[src/rtl/uart_cmd_bridge.sv]
// UART byte-stream command parser driving a 128 x 32-bit register bus.
// Write frames are 5 bytes, read frames are 1 byte answered by 4 tx bytes.
module uart_cmd_bridge #(
  parameter int unsigned TIMEOUT = 1000000
) (
  input  logic        clk,
  input  logic        rst,
  input  logic [7:0]  rxData,
  input  logic        rxValid,
  output logic [7:0]  txData,
  output logic        txSend,
  input  logic        txBusy,
  output logic        we,
  output logic [6:0]  addr,
  output logic [31:0] wdat,
  input  logic [31:0] rdat
);

  typedef enum logic [2:0] {
    IDLE,
    WR_DATA,
    WR_STROBE,
    RD_LATCH,
    TX_LOAD,
    TX_GUARD,
    TX_WAIT
  } state_e;

  state_e      state_q;
  logic [1:0]  cnt_q;
  logic [31:0] sh_q;
  logic [31:0] tmo_q;
  logic        we_q;
  logic        txs_q;
  logic [7:0]  txd_q;
  logic [6:0]  addr_q;
  logic [31:0] wdat_q;

  assign txData = txd_q;
  assign txSend = txs_q;
  assign we     = we_q;
  assign addr   = addr_q;
  assign wdat   = wdat_q;

  // Frame FSM; every output is a register so the bus and tx see clean edges.
  // Write bytes collect in sh_q and only reach wdat on frame completion,
  // so an aborted frame leaves the last committed wdat untouched.
  always_ff @(posedge clk or posedge rst) begin
    if (rst) begin
      state_q <= IDLE;
      cnt_q   <= 2'd0;
      sh_q    <= 32'd0;
      tmo_q   <= 32'd0;
      we_q    <= 1'b0;
      txs_q   <= 1'b0;
      txd_q   <= 8'd0;
      addr_q  <= 7'd0;
      wdat_q  <= 32'd0;
    end else begin
      unique case (state_q)
        IDLE: begin
          cnt_q <= 2'd0;
          tmo_q <= 32'd0;
          if (rxValid) begin
            addr_q  <= rxData[6:0];
            state_q <= rxData[7] ? RD_LATCH : WR_DATA;
          end
        end
        WR_DATA: begin
          if (rxValid) begin
            tmo_q <= 32'd0;
            sh_q  <= {sh_q[23:0], rxData};
            if (cnt_q == 2'd3) begin
              wdat_q  <= {sh_q[23:0], rxData};
              we_q    <= 1'b1;
              state_q <= WR_STROBE;
            end else begin
              cnt_q <= cnt_q + 2'd1;
            end
          end else if (TIMEOUT != 0 && tmo_q == TIMEOUT - 1) begin
            tmo_q   <= 32'd0;
            state_q <= IDLE;
          end else begin
            tmo_q <= tmo_q + 32'd1;
          end
        end
        WR_STROBE: begin
          we_q    <= 1'b0;
          state_q <= IDLE;
        end
        RD_LATCH: begin
          sh_q    <= rdat;
          cnt_q   <= 2'd0;
          state_q <= TX_LOAD;
        end
        TX_LOAD: begin
          if (!txBusy) begin
            txd_q   <= sh_q[31:24];
            sh_q    <= {sh_q[23:0], 8'd0};
            txs_q   <= 1'b1;
            state_q <= TX_GUARD;
          end
        end
        TX_GUARD: begin
          // Give the transmitter one clock to raise txBusy.
          txs_q   <= 1'b0;
          state_q <= TX_WAIT;
        end
        TX_WAIT: begin
          if (!txBusy) begin
            if (cnt_q == 2'd3) begin
              state_q <= IDLE;
            end else begin
              cnt_q   <= cnt_q + 2'd1;
              state_q <= TX_LOAD;
            end
          end
        end
        default: state_q <= IDLE;
      endcase
    end
  end

endmodule

[config.mk]
export PLATFORM = sky130hd
export DESIGN_NAME = uart_cmd_bridge
export DESIGN_NICKNAME = d
export VERILOG_FILES = /design/src/rtl/uart_cmd_bridge.sv
export SDC_FILE = /design/constraint.sdc
export NUM_CORES = 1
export LEC_CHECK = 0
export CORE_MARGIN = 2
export CORE_UTILIZATION = 53
export DETAILED_ROUTE_END_ITERATION = 8
export PLACE_DENSITY = 0.76
export SYNTH_ARGS = -nofsm -noshare
export SYNTH_HDL_FRONTEND = slang
export SYNTH_SLANG_ARGS = --single-unit
[constraint.sdc]
create_clock -name clk -period 5.08 [get_ports clk]
set_input_delay 0.762 -clock clk [delete_from_list [all_inputs] [get_ports clk]]
set_output_delay 0.762 -clock clk [all_outputs]
set_load 0.05 [all_outputs]
Word level (Yosys, flattened, before mapping). Index checks and enable logic that the tools add are counted.

Flip-flop bits (word level): 118. Bits of input ports: 44.

$add $sub $neg: 2. Equal/unequal tests: 15. Mux-type cells: 24. Bitwise logic cells: 1. Reduce and logical (&&, ||, !) cells: 15.

Operators with widths (number): 2-to-1 mux 32 bit (4); one-hot mux 32 bit (3 select lines) (1); one-hot mux 32 bit (2 select lines) (1); adder 32 x 1 -> 32 bit, second input constant (1); equality test 32 x 20 -> 1 bit, second input constant (1); 2-to-1 mux 3 bit (7); one-hot mux 3 bit (6 select lines) (1); AND reduction 3 bit (4); inequality test 2 bit, second input constant (5); equality test 3 bit, second input constant (3); 2-to-1 mux 2 bit (4); equality test 3 x 2 -> 1 bit, second input constant (2); inequality test 3 bit, second input constant (2); one-hot mux 2 bit (3 select lines) (1); AND reduction 2 bit (3); nonzero test 2 bit (3); nonzero test 3 bit (2); AND reduction 5 bit (1); one-hot mux 1 bit (2 select lines) (2); equality test 3 x 1 -> 1 bit, second input constant (1); zero test 3 bit (1); 2-to-1 mux 1 bit (3); adder 2 x 1 -> 2 bit, second input constant (1); equality test 2 bit, second input constant (1); 2 further kinds (2).

Depth between registers and ports, before layout. Gate-level depths: netlist of the first run.

Depth in word-level cells: 4. Depth in mapped cells: 7. Depth with buffers taken out: 6.

Least setup slack after synthesis of the first run. Ideal clock, no wire load.

Path type: input to register. Start: input port txBusy. End: register sh_q[0]. Library setup time: 0.077 ns. Data arrival time: 1.861 ns. Slack: 3.142 ns. Cell stages on the path: 6. Buffers on the path: 2. Path through: nor4b_4 o21bai_1 buf_2 buf_2 nor2_1 a21oi_1.

Word-level cells in the longest chain between the ends: 2.

Ends and longest elaborated chain: from (decl) (line 12) `input logic txBusy,`; inequality test 2 bit (no line); AND reduction 3 bit (no line); to (signal assigned) (line 72) `sh_q <= {sh_q[23:0], rxData};`; to (signal assigned) (line 92) `sh_q <= rdat;`; to (signal assigned) (line 99) `sh_q <= {sh_q[23:0], 8'd0};`; to (decl) (line 31) `logic [31:0] sh_q;`.

No other way between the ends. A chain may end at the register's enable or synchronous reset.

Worst setup path in the final report of the first run.
Start: input port txBusy. End: register sh_q[11].

The elaborated chain is that of the path after synthesis.

==> results.json, run 1 <==
{
  "status": "finished, final reports clean",
  "skew_ps": 8.22,
  "antenna_found_initial": 0,
  "fin_crit_ps": 2580,
  "cellPowerDensity_mw_per_mm2": 682,
  "row_count": 36,
  "grt_util_met1_pct": 33.4,
  "cts_buffer_depth": 2,
  "fmax_mhz": 387,
  "grt_max_degree": 65,
  "rsz0062_at_grt": "false",
  "setup-violations-final": 0,
  "track_usage_pct": 24.5,
  "drive_above_1_share_pct": 16.0,
  "top_usage_layer": "met2",
  "die_h_um": 105,
  "multiInputGateArea_sq_mm": 0.00230,
  "synth-edff-count": 0,
  "routed_wl_mm": 12.8,
  "tightest_slew_ps": 880,
  "cp.required_ps": 5520,
  "critical_path.cell_chain": "clkdlybuf4s50_1, nor4b_4, o21bai_4, buf_4, nor2_1, a31oi_1",
  "period_share_pct": 50.9,
  "syn_nets": 550,
  "path_clk_slew_ps": 60,
  "clockRootBuffer": "clkbuf_8",
  "first_pass_iters": 5,
  "htree_levels": 4,
  "yosys_warnings": 0,
  "synth_cells": 504,
  "hpwl_mm": 8.31,
  "async_flop_share_pct": 100,
  "drv_slew": 0,
  "irDropWorstVdd_mv": 0.433,
  "syn2layout_area_growth_pct": 30.4,
  "clk_latency_ps": 520,
  "wl_per_cell_um": 17.2,
  "worst-path-max-fanout": 64,
  "cpPeakStageDelay_ps": 660,
  "cts_resized": 0,
  "synth_seq_cells": 118,
  "overflow": 0,
  "cts_tree": "done",
  "fillerInstances": 716,
  "hp-class": "reg2reg",
  "max_slew_margin_pct": 41.2,
  "nets": 644,
  "cp_slowest_cell": "nor4b_4",
  "antennaDiodeCount": 0,
  "ys.flop_type": "dfrtp_1",
  "synth.distinct_cells": 47,
  "grt_pass1_wl_mm": 21.4,
  "p_leak_uw": 0.00302,
  "drc_errors": 0,
  "num_vias": 4295,
  "total_power_uw": 4780,
  "cts_setup_buffers": 0,
  "dieArea_sq_mm": 0.0110,
  "tns_ps": 0,
  "grtUsageMet3_pct": 6.86,
  "end_kind": "register",
  "drv_cap": 0,
  "via_per_inst": 5.77,
  "use_met2_pct": 37.4,
  "grt_pass1_vias": 4248,
  "cts_made_buffers": 17,
  "die_w_um": 105,
  "syn_area_per_cell_sq_um": 10.7,
  "initial_core_util_pct": 54.7,
  "cts.sinks": 118,
  "ant_nets": 0,
  "start_kind": "input port",
  "core_area_sq_mm": 0.00982,
  "numPortBuffers": 92,
  "hold_viol": 0,
  "syn-cell-area_sq_mm": 0.00538,
  "holdBufCountCts": 0,
  "drt_iter0_markers": 293,
  "gp_congestion": 0.814,
  "path_class": "in2reg",
  "ys_seq_area_share_pct": 54.9,
  "seq_area_sq_mm": 0.00295,
  "cp.arrival_ps": 3020,
  "io_pins": 93
}
## layout by cell type (no fill, tap or decap), drive strengths merged, types with 2 or more instances in the layout
master / netlist / routed
nand2b: 4 / 4
bufinv: 0 / 2
and4: 6 / 6
inv: 6 / 14
a211o: 2 / 2
nor4: 6 / 6
nor2b: 3 / 3
nand3: 16 / 16
clkbuf: 8 / 18
clkdlybuf4s50: 0 / 92
dfrtp: 118 / 118
o21ai: 7 / 7
nand2: 64 / 64
mux2: 47 / 47
nor3: 12 / 12
a22oi: 8 / 8
a32o: 2 / 2
clkinvlp: 0 / 3
and2: 4 / 4
mux2i: 5 / 5
nor4b: 4 / 4
ha: 2 / 2
nand4: 11 / 11
xor2: 19 / 19
nor2: 68 / 68
xnor2: 2 / 2
buf: 16 / 7
and3: 4 / 4
a21oi: 21 / 21
a31oi: 27 / 27
## cells by family (layout without fill, tap and decap cells)
family | count (synthesis) | count (layout) | share of synthesized area (%)
DFF | 118 | 118 | 54.9
muxes | 52 | 52 | 10.8
xor gates and xnor gates | 21 | 21 | 3.42
and+or+nand+nor | 207 | 207 | 19.1
adders and majority gates | 2 | 2 | 0.465
AOI/OAI and AO/OA | 74 | 74 | 8.61
buffers and inverters | 30 | 137 | 2.68
## power by group
group | internal, uW | leakage (uW) | switching (uW)
registers | 1290 | 0.00145 | 262
logic | 739 | 0.00129 | 1300
clock network | 725 | 0.000282 | 466
total | 2750 | 0.00302 | 2030
## synthesized netlist by cell type (8+ instances only)
cell / instances / area (sq um)
nand2_1: 64 / 240
buf_2: 13 / 65.1
nand4_1: 11 / 68.8
mux2_2: 47 / 529
a31oi_1: 27 / 169
xor2_1: 19 / 166
a22oi_1: 8 / 60.1
nor2_1: 67 / 251
clkbuf_1: 8 / 30.0
a21oi_1: 21 / 105
nor3_1: 9 / 45.0
nand3_1: 16 / 80.1
dfrtp_1: 118 / 2950
## registers in the layout, summed over array words and instances, names as in the netlist
register,flops
tmo_q,32
txData,8
cnt_q,2
state_q,3
wdat,32
we,1
txSend,1
addr,7
sh_q,32
## area by class of cell
| cell class | instances | area share, % |
|---|---|---|
| inverters | 6 | 0.357 |
| repair buffers | 99 | 13.9 |
| clock buffers | 18 | 6.11 |
| well taps | 133 | 2.37 |
| multi-input cells | 356 | 32.8 |
| flip-flops and latches | 118 | 42.1 |
| clock inverters | 14 | 2.34 |
## critical path: cells and delay by family
kind / cells / cell delay, ps
buffers and inverters: 2 / 1030
and+or+nand+nor: 2 / 780
AOI/OAI and AO/OA: 2 / 420
## metal layers
layer  share of wire (%)  vias up
li1                    -     1977
met1                  42     2126
met2                  48      167
met3                 7.2       25
met4                 2.1        0
met5                   0        -
## worst paths after layout
path | from | to | slack [ps] | cells past startpoint
hold / removal | wdat[7] | wdat[7] | 500 | 1
setup reg to reg | state_q[1] | sh_q[11] | 2600 | 5
min in group asynchronous | rst | sh_q[31] | 700 | 2
max in group asynchronous | rst | sh_q[17] | 3500 | 3
setup / recovery | txBusy | sh_q[11] | 2500 | 6
hold reg to reg | wdat[7] | wdat[7] | 500 | 1
## stage by stage
| step | instance area [sq um] | std cells | worst slack [ps] | util [%] | hold slack, ps |
|---|---|---|---|---|---|
| 2_1_floorplan | 5380 | 504 | 1190 | - | 480 |
| 3_3_place_gp | 6420 | 712 | 2130 | 65.3 | 489 |
| 3_5_place_dp | 6420 | 712 | 1990 | 65.3 | 495 |
| 4_1_cts | 7010 | 744 | 2510 | 71.4 | 508 |
| 5_1_grt | 7010 | 744 | 2330 | 71.4 | 524 |
| 6_report | 7010 | 744 | 2500 | 71.4 | 504 |
Power figures use the tool's default switching activity.
==> inputs of run 2 (changes only) <==
- CORE_UTILIZATION: 53 -> 48
- PLACE_DENSITY: 0.76 -> 0.72
- clock period: 5.08 -> 2.3 ns (I/O delays scaled with it)
==> run 2 against run 1 <==
Net effect:
- clock power rose by 130%
- register-to-register slack worse by 2500 ps
- clock-buffer cell count grew 3
- setup slack got worse by 2400 ps
- first-iteration DRC count grew 0.34%
- non-clock buffer count increased by 10
- routed wire length up 0.52%
- final area increased by 2.4%
- sequential share of layout area fell by 0.97 points
- critical path depth stayed put
- sequential power grew 120%
- sequential cell count unchanged
- largest cell class unchanged
==> results.json, run 2 (synthesis gave the netlist of run 1 again) <==
{
  "rr_worst_depth": 6,
  "critPathLaunch": "tmo_q[7]",
  "via_per_inst": 5.58,
  "die_h_um": 110,
  "cts_buffer_depth": 2,
  "holdBufCountCts": 0,
  "irDropWorstVdd_mv": 0.952,
  "max_slew_margin_pct": 57.0,
  "cellPowerDensity_mw_per_mm2": 1510,
  "clockRootBuffer": "clkbuf_8",
  "overflow": 0,
  "layout_common_cells": "dfrtp_1, clkdlybuf4s50_1, nor2_1",
  "io_pins": 93,
  "drt_iter0_markers": 294,
  "worst-path-max-fanout": 20,
  "total_power_uw": 10800,
  "initial_core_util_pct": 49.4,
  "ff2ff_setup_slack_ps": 140,
  "cts.sinks": 118,
  "numPortBuffers": 92,
  "drv_slew": 0,
  "grt_pass1_wl_mm": 20.8,
  "path_class": "reg2reg",
  "period_share_pct": 93.9,
  "tns_ps": 0,
  "wl_per_cell_um": 16.9,
  "num_vias": 4229,
  "critical_path.cell_chain": "nor4_1, nand4_1, or3_1, a21oi_1, buf_4, nor2_1",
  "cts_tree": "done",
  "hpwl_mm": 8.51,
  "htree_levels": 4,
  "drive_above_1_share_pct": 17.2,
  "routed_wl_mm": 12.8,
  "start_kind": "register",
  "drc_errors": 0,
  "critical-path-top-delay-family": "simple AND/OR/NAND/NOR gates",
  "end_kind": "register",
  "antenna_found_initial": 0,
  "dp_slack_ps": 147,
  "die_w_um": 110,
  "hold_viol": 0,
  "crit_path_end": "tmo_q[12]",
  "cp.required_ps": 2690,
  "fillerInstances": 834,
  "post_dp_cell_area_sq_mm": 0.00654,
  "fin_cells": 758,
  "nets": 654,
  "syn2layout_area_growth_pct": 33.4,
  "dieArea_sq_mm": 0.0121,
  "skew_ps": 12.0,
  "hp-class": "in2async",
  "clk_latency_ps": 520,
  "fin_crit_ps": 2160,
  "dp_cells": 728,
  "timing.rr.end": "tmo_q[12]",
  "cp_slowest_cell": "or3_1",
  "tightest_slew_ps": 646,
  "setup-violations-final": 0,
  "cts_made_buffers": 17,
  "reg2reg_from": "tmo_q[7]",
  "core_area_sq_mm": 0.0109,
  "antennaDiodeCount": 0,
  "timing.critical_path.buf_inv": 1,
  "cp.arrival_ps": 2550,
  "finalInstanceArea_sq_mm": 0.00717,
  "row_count": 38,
  "cp.depth": 6,
  "fmax_mhz": 463,
  "final_common_cell": "dfrtp_1",
  "p_leak_uw": 0.00311,
  "first_pass_iters": 5,
  "cpPeakStageDelay_ps": 480,
  "grt_pass1_vias": 4205,
  "path_clk_slew_ps": 60,
  "grt_max_degree": 98,
  "drv_cap": 0,
  "gp_congestion": 0.862,
  "track_usage_pct": 22.5,
  "ant_nets": 0,
  "rsz0062_at_grt": "false",
  "fin_ws_ps": 141,
  "status": "finished, final reports clean"
}
==> run 2: through the flow <==
stage,utilization [%],hold WS (ps)
2_1_floorplan,-,480
3_3_place_gp,60.1,490
3_5_place_dp,60.1,495
4_1_cts,65.8,283
5_1_grt,65.9,308
6_report,65.9,270
==> run 2: worst min-delay path by stage <==
stage              from   endpoint  cells after the start
2_1_floorplan  sh_q[24]  txData[0]                      1
3_3_place_gp    wdat[6]    wdat[6]                      1
3_5_place_dp    wdat[7]    wdat[7]                      1
4_1_cts             rst  tmo_q[16]                      3
5_1_grt             rst   cnt_q[1]                      3
6_report            rst  tmo_q[18]                      3
==> run 2: cell type report <==
cell class	instances	area [sq um]	area share (%)
inverter	6	26.3	0.366
timing repair buffer	109	1100	15.3
clock buffer	21	469	6.54
tap	140	175	2.44
sequential	118	2950	41.2
clock inverter	8	148	2.06
multi-input combinational	356	2300	32.1
==> run 2: what timing repair did <==
item | 4_1_cts | 5_1_grt
setup endpoints to repair | 0 | 5
setup buffers | 0 | 1
resized for setup | 0 | 1
==> run 2: where the power goes <==
group          switching [uW]  leakage [uW]  total (uW)  internal, uW
sequential                503       0.00145        3350          2850
combinational            2960       0.00135        4710          1750
clock                     895      0.000306        2750          1850
==> run 2: worst min-delay path, delay by kind of cell <==
| family | cells | cell delay [ps] |
|---|---|---|
| buffers and inverters | 3 | 830 |
==> run 2: layer usage <==
| layer | share of wire, % | global-route usage, % | up-vias |
|---|---|---|---|
| met5 | 0 | 0 | - |
| met4 | 1.4 | 6.96 | 0 |
| met3 | 7.7 | 7.77 | 22 |
| met2 | 46 | 34.0 | 148 |
| met1 | 45 | 30.5 | 2058 |
| li1 | - | - | 2001 |
